## config.mk

```make
export PLATFORM = sky130hd
export DESIGN_NAME = seq_buf_reader_flat
export DESIGN_NICKNAME = d
export VERILOG_FILES = /design/src/rtl/seq_buf_reader_if.sv /design/src/rtl/seq_buf_reader.sv /design/src/flat_wrapper.sv
export SDC_FILE = /design/constraint.sdc
export NUM_CORES = 1
export LEC_CHECK = 0
export ABC_AREA = 1
export BUFFER_PORTS_ARGS = -buffer_cell sky130_fd_sc_hd__buf_2
export CAP_MARGIN = 40
export CORE_ASPECT_RATIO = 1.5
export CORE_MARGIN = 5
export CORE_UTILIZATION = 35
export CTS_CLUSTER_SIZE = 16
export DETAILED_ROUTE_END_ITERATION = 8
export SLEW_MARGIN = 20
export SYNTH_ARGS = -nofsm -noshare
export SYNTH_HDL_FRONTEND = slang
export SYNTH_SLANG_ARGS = --single-unit
```

## constraint.sdc

```tcl
create_clock -name clock -period 3.5 [get_ports clock]
set_input_delay 0.175 -clock clock [delete_from_list [all_inputs] [get_ports clock]]
set_output_delay 0.175 -clock clock [all_outputs]
set_load 0.05 [all_outputs]
```

## src/rtl/seq_buf_reader_if.sv

```systemverilog
// ============================================================================
//  Module   : seq_buf_reader_if
//  Brief    : Command, buffer-read and output-stream signals of seq_buf_reader.
//  Revision : 1.0  initial release
// ============================================================================
`default_nettype none

interface seq_buf_reader_if #(
   parameter int DATAWIDTH = 16,
   parameter int LENWIDTH  = 10
);
   logic                 start;
   logic [LENWIDTH-1:0]  len;
   logic                 abort;
   logic                 mem_rd;
   logic [DATAWIDTH-1:0] mem_q;
   logic                 out_valid;
   logic                 out_ready;
   logic [DATAWIDTH-1:0] out_data;
   logic                 busy;
   logic                 done;

   modport slave (
      input  start, len, abort, mem_q, out_ready,
      output mem_rd, out_valid, out_data, busy, done
   );

   modport master (
      output start, len, abort, mem_q, out_ready,
      input  mem_rd, out_valid, out_data, busy, done
   );
endinterface

`default_nettype wire

```

## src/rtl/seq_buf_reader.sv

```systemverilog
// ============================================================================
//  Module   : seq_buf_reader
//  Brief    : Issues LEN read strobes to a sequential buffer and streams the
//             returned words out through a small credit-protected FIFO.
//  Revision : 1.0  initial release
// ============================================================================
`default_nettype none

module seq_buf_reader #(
   parameter int DATAWIDTH  = 16,
   parameter int LENWIDTH   = 10,
   parameter int FIFO_DEPTH = 4
) (
   input wire logic        clock,
   input wire logic        reset,
   seq_buf_reader_if.slave bus
);

   localparam int                 c_PTR_W = $clog2(FIFO_DEPTH);
   localparam int                 c_CNT_W = c_PTR_W + 1;
   localparam logic [c_CNT_W-1:0] c_DEPTH = c_CNT_W'(FIFO_DEPTH);

   typedef enum logic [1:0] {
      ST_IDLE   = 2'd0,
      ST_RUN    = 2'd1,
      ST_FINISH = 2'd2
   } state_t;

   state_t               r_state;
   state_t               w_state_next;

   logic [LENWIDTH-1:0]  r_len_q;
   logic [LENWIDTH-1:0]  r_issued;
   logic [LENWIDTH-1:0]  r_accepted;
   logic                 r_mem_rd;
   logic                 r_rd_d1;
   logic                 r_busy;
   logic                 r_done;

   logic [DATAWIDTH-1:0] r_fifo [FIFO_DEPTH];
   logic [c_PTR_W-1:0]   r_wr_ptr;
   logic [c_PTR_W-1:0]   r_rd_ptr;
   logic [c_CNT_W-1:0]   r_count;

   logic                 w_abort;
   logic                 w_start_ok;
   logic                 w_push;
   logic                 w_pop;
   logic                 w_credit;
   logic                 w_rd_next;
   logic [c_CNT_W:0]     w_committed;

   // Every word already owed to the FIFO (stored, strobing now, or returning
   // now) plus the one about to be requested must fit.
   assign w_committed = {1'b0, r_count}
                      + {{c_CNT_W{1'b0}}, r_mem_rd}
                      + {{c_CNT_W{1'b0}}, r_rd_d1}
                      + (c_CNT_W+1)'(1);
   assign w_credit    = (w_committed <= {1'b0, c_DEPTH});

   assign w_abort = bus.abort && (r_state != ST_IDLE);
   assign w_push  = r_rd_d1;
   assign w_pop   = (r_count != '0) && bus.out_ready;

   always_comb begin
      w_state_next = r_state;
      w_rd_next    = 1'b0;
      w_start_ok   = 1'b0;
      case (r_state)
         ST_IDLE: begin
            if (bus.start && !bus.abort) begin
               w_start_ok = 1'b1;
               if (bus.len != '0) begin
                  w_state_next = ST_RUN;
                  w_rd_next    = 1'b1;
               end else begin
                  w_state_next = ST_FINISH;
               end
            end
         end
         ST_RUN: begin
            if (r_accepted == r_len_q) begin
               w_state_next = ST_FINISH;
            end else begin
               w_rd_next = (r_issued < r_len_q) && w_credit;
            end
         end
         ST_FINISH: begin
            w_state_next = ST_IDLE;
         end
         default: begin
            w_state_next = ST_IDLE;
         end
      endcase
      if (w_abort) begin
         w_state_next = ST_IDLE;
         w_rd_next    = 1'b0;
      end
   end

   always_ff @(posedge clock or posedge reset) begin
      if (reset) begin
         r_state    <= ST_IDLE;
         r_len_q    <= '0;
         r_issued   <= '0;
         r_accepted <= '0;
         r_mem_rd   <= 1'b0;
         r_rd_d1    <= 1'b0;
         r_busy     <= 1'b0;
         r_done     <= 1'b0;
      end else begin
         r_state  <= w_state_next;
         r_mem_rd <= w_rd_next;
         r_rd_d1  <= w_abort ? 1'b0 : r_mem_rd;
         r_busy   <= (w_state_next == ST_RUN);
         r_done   <= (w_state_next == ST_FINISH);
         if (w_start_ok) begin
            r_len_q    <= bus.len;
            r_issued   <= LENWIDTH'(w_rd_next);
            r_accepted <= '0;
         end else begin
            if (w_rd_next) begin
               r_issued <= r_issued + 1'b1;
            end
            if (w_pop && !w_abort && (r_state == ST_RUN)) begin
               r_accepted <= r_accepted + 1'b1;
            end
         end
      end
   end

   // Data returning for a strobe issued before an abort is dropped here.
   always_ff @(posedge clock or posedge reset) begin
      if (reset) begin
         r_wr_ptr <= '0;
         r_rd_ptr <= '0;
         r_count  <= '0;
      end else if (w_abort) begin
         r_wr_ptr <= '0;
         r_rd_ptr <= '0;
         r_count  <= '0;
      end else begin
         if (w_push) begin
            r_wr_ptr <= r_wr_ptr + 1'b1;
         end
         if (w_pop) begin
            r_rd_ptr <= r_rd_ptr + 1'b1;
         end
         case ({w_push, w_pop})
            2'b10:   r_count <= r_count + 1'b1;
            2'b01:   r_count <= r_count - 1'b1;
            default: r_count <= r_count;
         endcase
      end
   end

   always_ff @(posedge clock or posedge reset) begin
      if (reset) begin
         for (int i = 0; i < FIFO_DEPTH; i++) begin
            r_fifo[i] <= '0;
         end
      end else if (w_push && !w_abort) begin
         r_fifo[r_wr_ptr] <= bus.mem_q;
      end
   end

   a_no_overflow : assert property (@(posedge clock) disable iff (reset)
      !(w_push && !w_pop && !w_abort && (r_count == c_DEPTH)));

   assign bus.mem_rd    = r_mem_rd;
   assign bus.out_valid = (r_count != '0);
   assign bus.out_data  = r_fifo[r_rd_ptr];
   assign bus.busy      = r_busy;
   assign bus.done      = r_done;

endmodule

`default_nettype wire

```

## src/flat_wrapper.sv

```systemverilog
// flat-port wrapper written by rule: the top's interface ports become plain ports
module seq_buf_reader_flat 
#(
   parameter int DATAWIDTH  = 16,
   parameter int LENWIDTH   = 10,
   parameter int FIFO_DEPTH = 4
)
  (clock, reset, bus_start, bus_len, bus_abort, bus_mem_q, bus_out_ready, bus_mem_rd, bus_out_valid, bus_out_data, bus_busy, bus_done);
  seq_buf_reader_if #(.DATAWIDTH(DATAWIDTH), .LENWIDTH(LENWIDTH)) bus_i ();
  input wire logic clock;
  input wire logic reset;
  input wire logic [$bits(bus_i.start)-1:0] bus_start;
  input wire logic [$bits(bus_i.len)-1:0] bus_len;
  input wire logic [$bits(bus_i.abort)-1:0] bus_abort;
  input wire logic [$bits(bus_i.mem_q)-1:0] bus_mem_q;
  input wire logic [$bits(bus_i.out_ready)-1:0] bus_out_ready;
  output wire logic [$bits(bus_i.mem_rd)-1:0] bus_mem_rd;
  output wire logic [$bits(bus_i.out_valid)-1:0] bus_out_valid;
  output wire logic [$bits(bus_i.out_data)-1:0] bus_out_data;
  output wire logic [$bits(bus_i.busy)-1:0] bus_busy;
  output wire logic [$bits(bus_i.done)-1:0] bus_done;
  assign bus_i.start = bus_start;
  assign bus_i.len = bus_len;
  assign bus_i.abort = bus_abort;
  assign bus_i.mem_q = bus_mem_q;
  assign bus_i.out_ready = bus_out_ready;
  assign bus_mem_rd = bus_i.mem_rd;
  assign bus_out_valid = bus_i.out_valid;
  assign bus_out_data = bus_i.out_data;
  assign bus_busy = bus_i.busy;
  assign bus_done = bus_i.done;
  seq_buf_reader #(.DATAWIDTH(DATAWIDTH), .LENWIDTH(LENWIDTH), .FIFO_DEPTH(FIFO_DEPTH)) u_core (.clock(clock), .reset(reset), .bus(bus_i));
endmodule
```

==> results.cfg, run 1 <==
[critical_path]
critPathKind = flip-flop to flip-flop
required_ns = 3.74
cp_max_fo = 11
arrival_ns = 3.06
r2r_setup_slack_ns = 0.68
reg2reg_depth = 14
cp-start-kind = flip-flop
timing.rr.start = u_core.r_count[0]
reg2reg_to = u_core.r_issued[9]
endpoint_kind = flip-flop

[yosys]
synthFlopType = dfrtp_1
synth_top_area_cell = dfrtp_1
async_reset_ff_share_pct = 100
synthDominantCellAreaShare_pct = 47.9
synth_edf_count = 0
synth.ff_latch_count = 107
synth_fp_nets = 728
netlist_instances = 676
seq_area_frac_synth_pct = 47.9
yosysWarnings = 0
syn-cell-area_sq_mm = 0.00558
syn_avg_cell_area_sq_um = 8.26
synthTopCellsByCount = nand2_1, o21ai_0, dfrtp_1
synth_cell_types = 38
yosysMostFrequentCell = nand2_1
synthTopCellsByArea = dfrtp_1, nand2_1, o21ai_0

[detailed_routing]
wirelength_microns = 12700
drt_iter0_drc = 271
dr_total_vias = 4447
route.detailed.drc = 0
drtPass1Iterations = 5
ant_nets = 0
wl_per_cell_microns = 13.7
via_per_inst = 4.79

[global_routing]
grt_max_degree = 56
grtUsageTotal_pct = 14.1
grt.overflow.total = 0
busiest_layer = met2
first_global_vias = 4357
grt_first_pass_wirelength_microns = 21200
gr-usage-met1_pct = 17.0
met2_usage_pct = 26.2
antenna_found_initial = 0
grt_use_met3_pct = 1.98

[worst_hold_path]
hold_class = input port to flip-flop
whs_path_depth = 3
hold_end = u_core.r_len_q[7]
hp-start = bus_len[7]

[timing]
report.final.slew_viol_count = 0
hold_viol = 0
clock_skew_ns = 0.0126
finalSetupViolCount = 0
period_minus_slack_ns = 2.82
clock.fmax_mhz = 355
period_share_pct = 80.6
slew_headroom_pct = 58.6
tns_ns = 0
worst_pin_slew_ns = 0.621
grt_setup_unrepaired = no

[clocking]
cts_buffer_depth = 2
tritoncts = yes
cts_made_buffers = 9
clkTransAtPathRegs_ns = 0.08
insertion_delay_ns = 0.35
post_cts_buffers = 0
h-tree-depth = 3
clock-root-buffer = clkbuf_16
clock_sinks = 107

[placement]
placedCellCount = 911
globalplace.congestion = 0.777
io_buffer_count = 50
dp_hpwl_microns = 9030

[power_and_ir_drop]
p_leak_nw = 3.27
ir_drop_mv = 0.541
powerDensity_mw_per_mm2 = 904

[finish]
multiInputGateArea_sq_mm = 0.00242
area_delta_synth_final_pct = 14.1
layout-drive-gt1-share_pct = 15.4
seq_area_sq_mm = 0.00268
filler_cell_count = 1638
final_cells = 928
nNetsFinal = 772
n_antenna_cell = 0

[floorplan]
start_util_pct = 35.6
floorplan.rows = 56
die_y_microns = 165
die_w_microns = 113
dieArea_sq_mm = 0.0186
core_sq_mm = 0.0157
ios = 51

[job]
cap_viol_max_count = 0

[outcome]
status = completed
==> final cells by class <==
| type | count | share of cell area, % |
|---|---|---|
| sequential | 107 | 42.0 |
| multi-input combinational | 456 | 37.9 |
| timing repair buffer | 61 | 6.25 |
| inverter | 85 | 5.05 |
| tap | 203 | 3.99 |
| clock buffer | 10 | 3.75 |
| clock inverter | 6 | 1.02 |
==> registers in the layout (all words and copies together) (netlist names), 2 cells and up <==
name / flops
u_core.r_count: 3
u_core.r_state: 2
u_core.r_issued: 10
u_core.r_fifo: 64
u_core.r_len_q: 10
u_core.r_rd_ptr: 2
u_core.r_wr_ptr: 2
u_core.r_accepted: 10
==> layer usage <==
metal	wire, microns	share of wire (%)
met1	5410	43
met4	123	0.97
met5	0	0
met3	417	3.3
met2	6720	53
==> worst max-delay path: stages (launching register included) <==
cell and delay, ns:
dfrtp_1 0.39, inv_1 0.10, ha_1 0.28, inv_1 0.04
ha_1 0.22, fa_1 0.45, or2_2 0.30, nand3_1 0.08
nand2_1 0.05, nor2_1 0.08, nand3_1 0.09, nand2_2 0.21
nand2_2 0.25, nand3_2 0.13, nand2_2 0.05
==> power breakdown <==
group	internal, mW	leakage, nW	switching, mW
Combinational	0.815	1.73	1.89
Sequential	1.69	1.39	0.325
Clock	0.528	0.151	0.512
Total	3.03	3.27	2.72
==> per-stage QoR <==
stage	hold WS, ns	util [%]	cell area (sq um)	total power, mW	setup WS (ns)
after floorplan	0.337	-	5580	4.13	0.508
after global placement	0.454	38.0	5960	4.70	0.714
after detailed placement	0.200	38.6	6060	4.78	0.677
after CTS	0.0828	40.6	6370	5.83	0.648
after global routing	0.103	40.6	6370	6.25	0.414
final	0.0937	40.6	6370	5.76	0.679
==> cell usage in the layout, fill, tap and decap left out, types with 3 or more instances in the layout <==
cell         n
xor2_1      10
buf_8        3
o21ai_1      5
inv_2        5
nand3_2     11
o21ai_0    116
buf_2       50
ha_1        19
nor3_1       8
o22ai_1     16
nand4_1     18
inv_1       79
dfrtp_1    107
inv_6        3
buf_4        5
or2_2        3
nor2_1      50
nand2_1    156
nand3_1     11
a21oi_1      7
clkbuf_16    9
nor2_4       3
nand2_2      7
==> cells by family (layout without fill, tap and decap cells) <==
kind of cell / after synthesis / count (layout) / share of synthesized area [%]
AO/OA/AOI/OAI: 150 / 150 / 14.1
XOR/XNOR: 12 / 12 / 1.88
adder cells (fa/ha/maj): 21 / 21 / 4.97
buffers and inverters: 113 / 162 / 8.78
flip-flops: 107 / 107 / 47.9
AND/OR/NAND/NOR: 273 / 273 / 22.3
==> how the worst max path moves through the flow <==
| stage | from | endpoint | cells past startpoint |
|---|---|---|---|
| floorplan | reset | u_core.bus.busy | 1 |
| finish | u_core.r_count[0] | u_core.r_issued[9] | 14 |
| global route | u_core.r_count[0] | u_core.r_issued[0] | 15 |
| global placement | u_core.r_count[0] | u_core.r_issued[5] | 14 |
| CTS | u_core.r_count[0] | u_core.r_issued[9] | 14 |
| detailed placement | u_core.r_count[0] | u_core.r_issued[9] | 14 |
==> timing repair <==
| item | 4_1_cts | 5_1_grt |
|---|---|---|
| hold endpoints to repair | 24 | 0 |
| gates resized for setup | 0 | 0 |
| hold buffers | 1 | 0 |
Note: power is estimated with default switching activity, not from simulation.
==> run 2: changes to the inputs <==
- clock period: 3.5 -> 2.87 ns (I/O delays scaled with it)
==> results.cfg, run 2 (synthesis results as in run 1) <==
[critical_path]
cp-start-kind = flip-flop
crit_path_frequent_cell = nand2_2
critPathKind = flip-flop to flip-flop
crit_family = simple AND/OR/NAND/NOR gates
cp_max_fo = 11
arrival_ns = 2.86
cp_cell_sequence = inv_1 -> ha_1 -> inv_1 -> ha_1 -> fa_1 -> or2_2 -> nand3_1 -> nand2_1 -> nor2_1 -> nand3_1 -> nand2_2 -> nand2_2 -> nand3_2 -> nand2_2
critPathBufInv = 2
endpoint_kind = flip-flop
slowest_delay_ns = 0.45
crit_path_top_delay_cell = fa_1
required_ns = 3.11

[finish]
largest_register_ffs = 64
mostFrequentLayoutCells = nand2_1, o21ai_0, dfrtp_1, inv_1
fin_util_pct = 40.4
layout.cells.most_common = nand2_1
layout-drive-gt1-share_pct = 15.6
n_antenna_cell = 0
final_cells = 929
nNetsFinal = 773
filler_cell_count = 1642
regMostFlops = u_core.r_fifo
final_cell_area_sq_mm = 0.00635
area_delta_synth_final_pct = 13.7

[floorplan]
die_w_microns = 113
dieArea_sq_mm = 0.0186
die_y_microns = 165
ios = 51
floorplan.rows = 56
start_util_pct = 35.6
core_sq_mm = 0.0157

[placement]
globalplace.congestion = 0.778
placedCellCount = 912
io_buffer_count = 50
post_dp_cell_area_sq_mm = 0.00605
dp_hpwl_microns = 8940

[timing]
clock_skew_ns = 0.00986
tns_ns = 0
grt_setup_unrepaired = no
slew_headroom_pct = 56.8
worst_pin_slew_ns = 0.648
period_minus_slack_ns = 2.62
period_share_pct = 91.4
hold_viol = 0
finalSetupViolCount = 0
clock.fmax_mhz = 381
report.final.slew_viol_count = 0

[power_and_ir_drop]
p_leak_nw = 3.25
ir_drop_mv = 0.588
powerDensity_mw_per_mm2 = 1100

[global_routing]
met2_usage_pct = 27.1
grt_use_met3_pct = 1.83
grt.overflow.total = 0
busiest_layer = met2
antenna_found_initial = 0
grtUsageTotal_pct = 14.6
grt_first_pass_wirelength_microns = 22100
gr-usage-met1_pct = 17.0
grt_max_degree = 49
first_global_vias = 4643

[job]
cap_viol_max_count = 0

[clocking]
tritoncts = yes
clkTransAtPathRegs_ns = 0.07
h-tree-depth = 3
post_cts_buffers = 0
cts_buffer_depth = 2
insertion_delay_ns = 0.35
clock_sinks = 107
cts_made_buffers = 9
clock-root-buffer = clkbuf_16
post_cts_resized = 0
holdBufCountCts = 1

[worst_hold_path]
hold_class = input port to flip-flop

[detailed_routing]
via_per_inst = 4.81
route.detailed.drc = 0
dr_total_vias = 4471
wl_per_cell_microns = 13.7
wirelength_microns = 12700
drt_iter0_drc = 322
drtPass1Iterations = 4
ant_nets = 0

[outcome]
status = completed
[run 2: cell count changes in the layout (fill, tap and decap cells not counted), sizes merged]
| cell | before | now |
|---|---|---|
| clkinv | 1 | 3 |
| clkinvlp | 0 | 1 |
| clkbuf | 10 | 9 |
| inv | 90 | 88 |
| buf | 60 | 61 |
[run 2: path summary, 6_finish.rpt]
| path | to | startpoint | cells after the start | slack, ns |
|---|---|---|---|---|
| hold / removal | u_core.r_len_q[6] | bus_len[6] | 3 | 0.06 |
| setup / recovery | u_core.r_issued[9] | u_core.r_count[0] | 14 | 0.25 |
| min in group asynchronous | u_core.r_fifo[61] | reset | 3 | 0.40 |
| setup reg to reg | u_core.r_issued[9] | u_core.r_count[0] | 14 | 0.25 |
| max in group asynchronous | u_core.r_fifo[50] | reset | 4 | 1.92 |
| hold reg to reg | u_core.r_fifo[18] | u_core.r_fifo[18] | 2 | 0.48 |
[run 2: layout make-up]
class                           count  area (sq um)  share of cell area, %
Sequential cell                   107          2680                   42.2
Inverter                           85           323                   5.08
Clock inverter                      7          65.1                   1.02
Clock buffer                        9           225                   3.55
Tap cell                          203           254                   4.00
Multi-Input combinational cell    456          2420                   38.1
Timing Repair Buffer               62           388                   6.11
[run 2: per-layer routing]
metal / wire (microns) / part of all wire (%)
met5: 0 / 0
met4: 285 / 2.2
met3: 423 / 3.3
met2: 6700 / 53
met1: 5300 / 42
[run 2: power breakdown]
| part | switching (mW) | internal (mW) | total [mW] |
|---|---|---|---|
| logic | 2.31 | 0.993 | 3.30 |
| clock network | 0.599 | 0.610 | 1.21 |
| registers | 0.392 | 2.06 | 2.45 |
| total | 3.30 | 3.66 | 6.96 |
[run 2: metrics by stage]
step	hold slack (ns)	total power [mW]	setup slack [ns]
after global placement	0.419	5.75	0.290
after detailed placement	0.236	5.84	0.228
after global routing	0.0707	7.58	0.0276
after floorplan	0.305	5.04	0.130
after CTS	0.0537	7.08	0.217
final	0.0648	6.96	0.246
[run 2: worst min-delay path, delay by kind of cell]
family / cells / cell delay, ns
AOI/OAI and AO/OA: 1 / 0.07
buffers and inverters: 2 / 0.14
==> run 3: changes to the inputs <==
- BUFFER_PORTS_ARGS: -buffer_cell sky130_fd_sc_hd__buf_2 -> -buffer_cell sky130_fd_sc_hd__buf_4
==> results.cfg, run 3 (synthesis results as in run 1) <==
[outcome]
status = completed

[clocking]
cts_buffer_depth = 2
clock-root-buffer = clkbuf_16
cts_made_buffers = 9
h-tree-depth = 3
clock_sinks = 107
clkTransAtPathRegs_ns = 0.08
insertion_delay_ns = 0.35
tritoncts = yes

[finish]
mostFrequentLayoutCells = nand2_1, o21ai_0, dfrtp_1, inv_1, buf_4
layout.cells.most_common = nand2_1
regMostFlops = u_core.r_fifo
final_cells = 928
fin_util_pct = 41.2
multiInputGateArea_sq_mm = 0.00242
largest_register_ffs = 64
n_antenna_cell = 0
area_delta_synth_final_pct = 15.8
nNetsFinal = 772
seq_area_sq_mm = 0.00268
layout-drive-gt1-share_pct = 15.4
final_cell_area_sq_mm = 0.00647
filler_cell_count = 1648

[detailed_routing]
drt_iter0_drc = 254
wirelength_microns = 12800
wl_per_cell_microns = 13.7
route.detailed.drc = 0
via_per_inst = 4.81
drtPass1Iterations = 4
dr_total_vias = 4464
ant_nets = 0

[critical_path]
slowest_delay_ns = 0.46
cp-start-kind = flip-flop
cp_cell_sequence = inv_1 -> ha_1 -> inv_1 -> ha_1 -> fa_1 -> or2_2 -> nand3_1 -> nand2_1 -> nor2_1 -> nand3_1 -> nand2_2 -> buf_6 -> nand3_1 -> nand2_1 -> inv_1
critPathKind = flip-flop to flip-flop
endpoint_kind = flip-flop
crit_family = adder cells
arrival_ns = 2.86
cp_max_fo = 10
required_ns = 3.12
crit_path_top_delay_cell = fa_1
critPathBufInv = 4

[global_routing]
first_global_vias = 4437
grt_max_degree = 78
grt_first_pass_wirelength_microns = 21900
antenna_found_initial = 0
grtUsageTotal_pct = 14.5
grt.overflow.total = 0

[timing]
clock_skew_ns = 0.0110
slew_headroom_pct = 59.1
period_share_pct = 91.2
clock.fmax_mhz = 382
finalSetupViolCount = 0
worst_pin_slew_ns = 0.614
setup_ws_ns = 0.253
period_minus_slack_ns = 2.62
report.final.slew_viol_count = 0
hold_viol = 0
grt_setup_unrepaired = no
tns_ns = 0
hold_ws_ns = 0.0685

[placement]
dp_hpwl_microns = 8770
globalplace.congestion = 0.811
io_buffer_count = 50
dp_slack_ns = 0.232
post_dp_cell_area_sq_mm = 0.00613
placedCellCount = 910

[floorplan]
start_util_pct = 35.6
floorplan.rows = 56
ios = 51
core_sq_mm = 0.0157
die_y_microns = 165
die_w_microns = 113
dieArea_sq_mm = 0.0186

[power_and_ir_drop]
p_leak_nw = 3.28
powerDensity_mw_per_mm2 = 1110
fin_total_pwr_mw = 7.17
ir_drop_mv = 0.590

[worst_hold_path]
hold_class = input port to flip-flop

[job]
cap_viol_max_count = 0
run 3: changes by cell type in the layout (fill, tap and decap cells not counted):
cell | previous run | this run
buf_2 | 50 | 0
buf_4 | 8 | 57
inv_6 | 4 | 2
inv_8 | 0 | 2
buf_16 | 1 | 0
buf_6 | 0 | 1
clkbuf_8 | 0 | 1
clkinv_2 | 1 | 0
nand2_2 | 7 | 6
nand2_4 | 0 | 1
run 3: layout make-up:
class | count | share of cell area (%)
Timing Repair Buffer | 61 | 7.56
Sequential cell | 107 | 41.4
Inverter | 85 | 4.99
Clock buffer | 10 | 3.69
Clock inverter | 6 | 1.01
Multi-Input combinational cell | 456 | 37.4
Tap cell | 203 | 3.93
run 3: worst paths after layout:
| check | start | to | slack [ns] | cells past startpoint |
|---|---|---|---|---|
| setup / recovery | u_core.r_count[0] | u_core.r_issued[0] | 0.25 | 15 |
| max in group asynchronous | reset | u_core.r_fifo[50] | 1.82 | 5 |
| min in group asynchronous | reset | u_core.bus.mem_rd | 0.38 | 4 |
| setup reg to reg | u_core.r_count[0] | u_core.r_issued[0] | 0.25 | 15 |
| hold reg to reg | u_core.r_fifo[16] | u_core.r_fifo[16] | 0.48 | 2 |
| hold / removal | bus_len[9] | u_core.r_len_q[9] | 0.07 | 3 |
run 3: power by group:
part,total [mW],switching (mW),internal (mW)
combinational,3.45,2.31,1.14
clock,1.27,0.629,0.642
sequential,2.45,0.389,2.06
run 3: what timing repair did:
action                                 4_1_cts  5_1_grt
setup endpoints to repair                    0        6
hold buffers                                 1        0
setup buffers                                0        0
gates resized for setup                      0        2
endpoints found under the hold margin       30        0
run 3: tightest hold or removal path, cell delays in order:
cell and delay [ns]:
buf_4 0.10, inv_1 0.05, o21ai_0 0.07
run 3: layer usage:
layer	vias up	track usage [%]	part of all wire, %
met5	-	0	0
met4	0	4.16	1.2
met3	12	2.42	3.8
met2	82	26.4	52
met1	2084	17.4	43
li1	2286	-	-
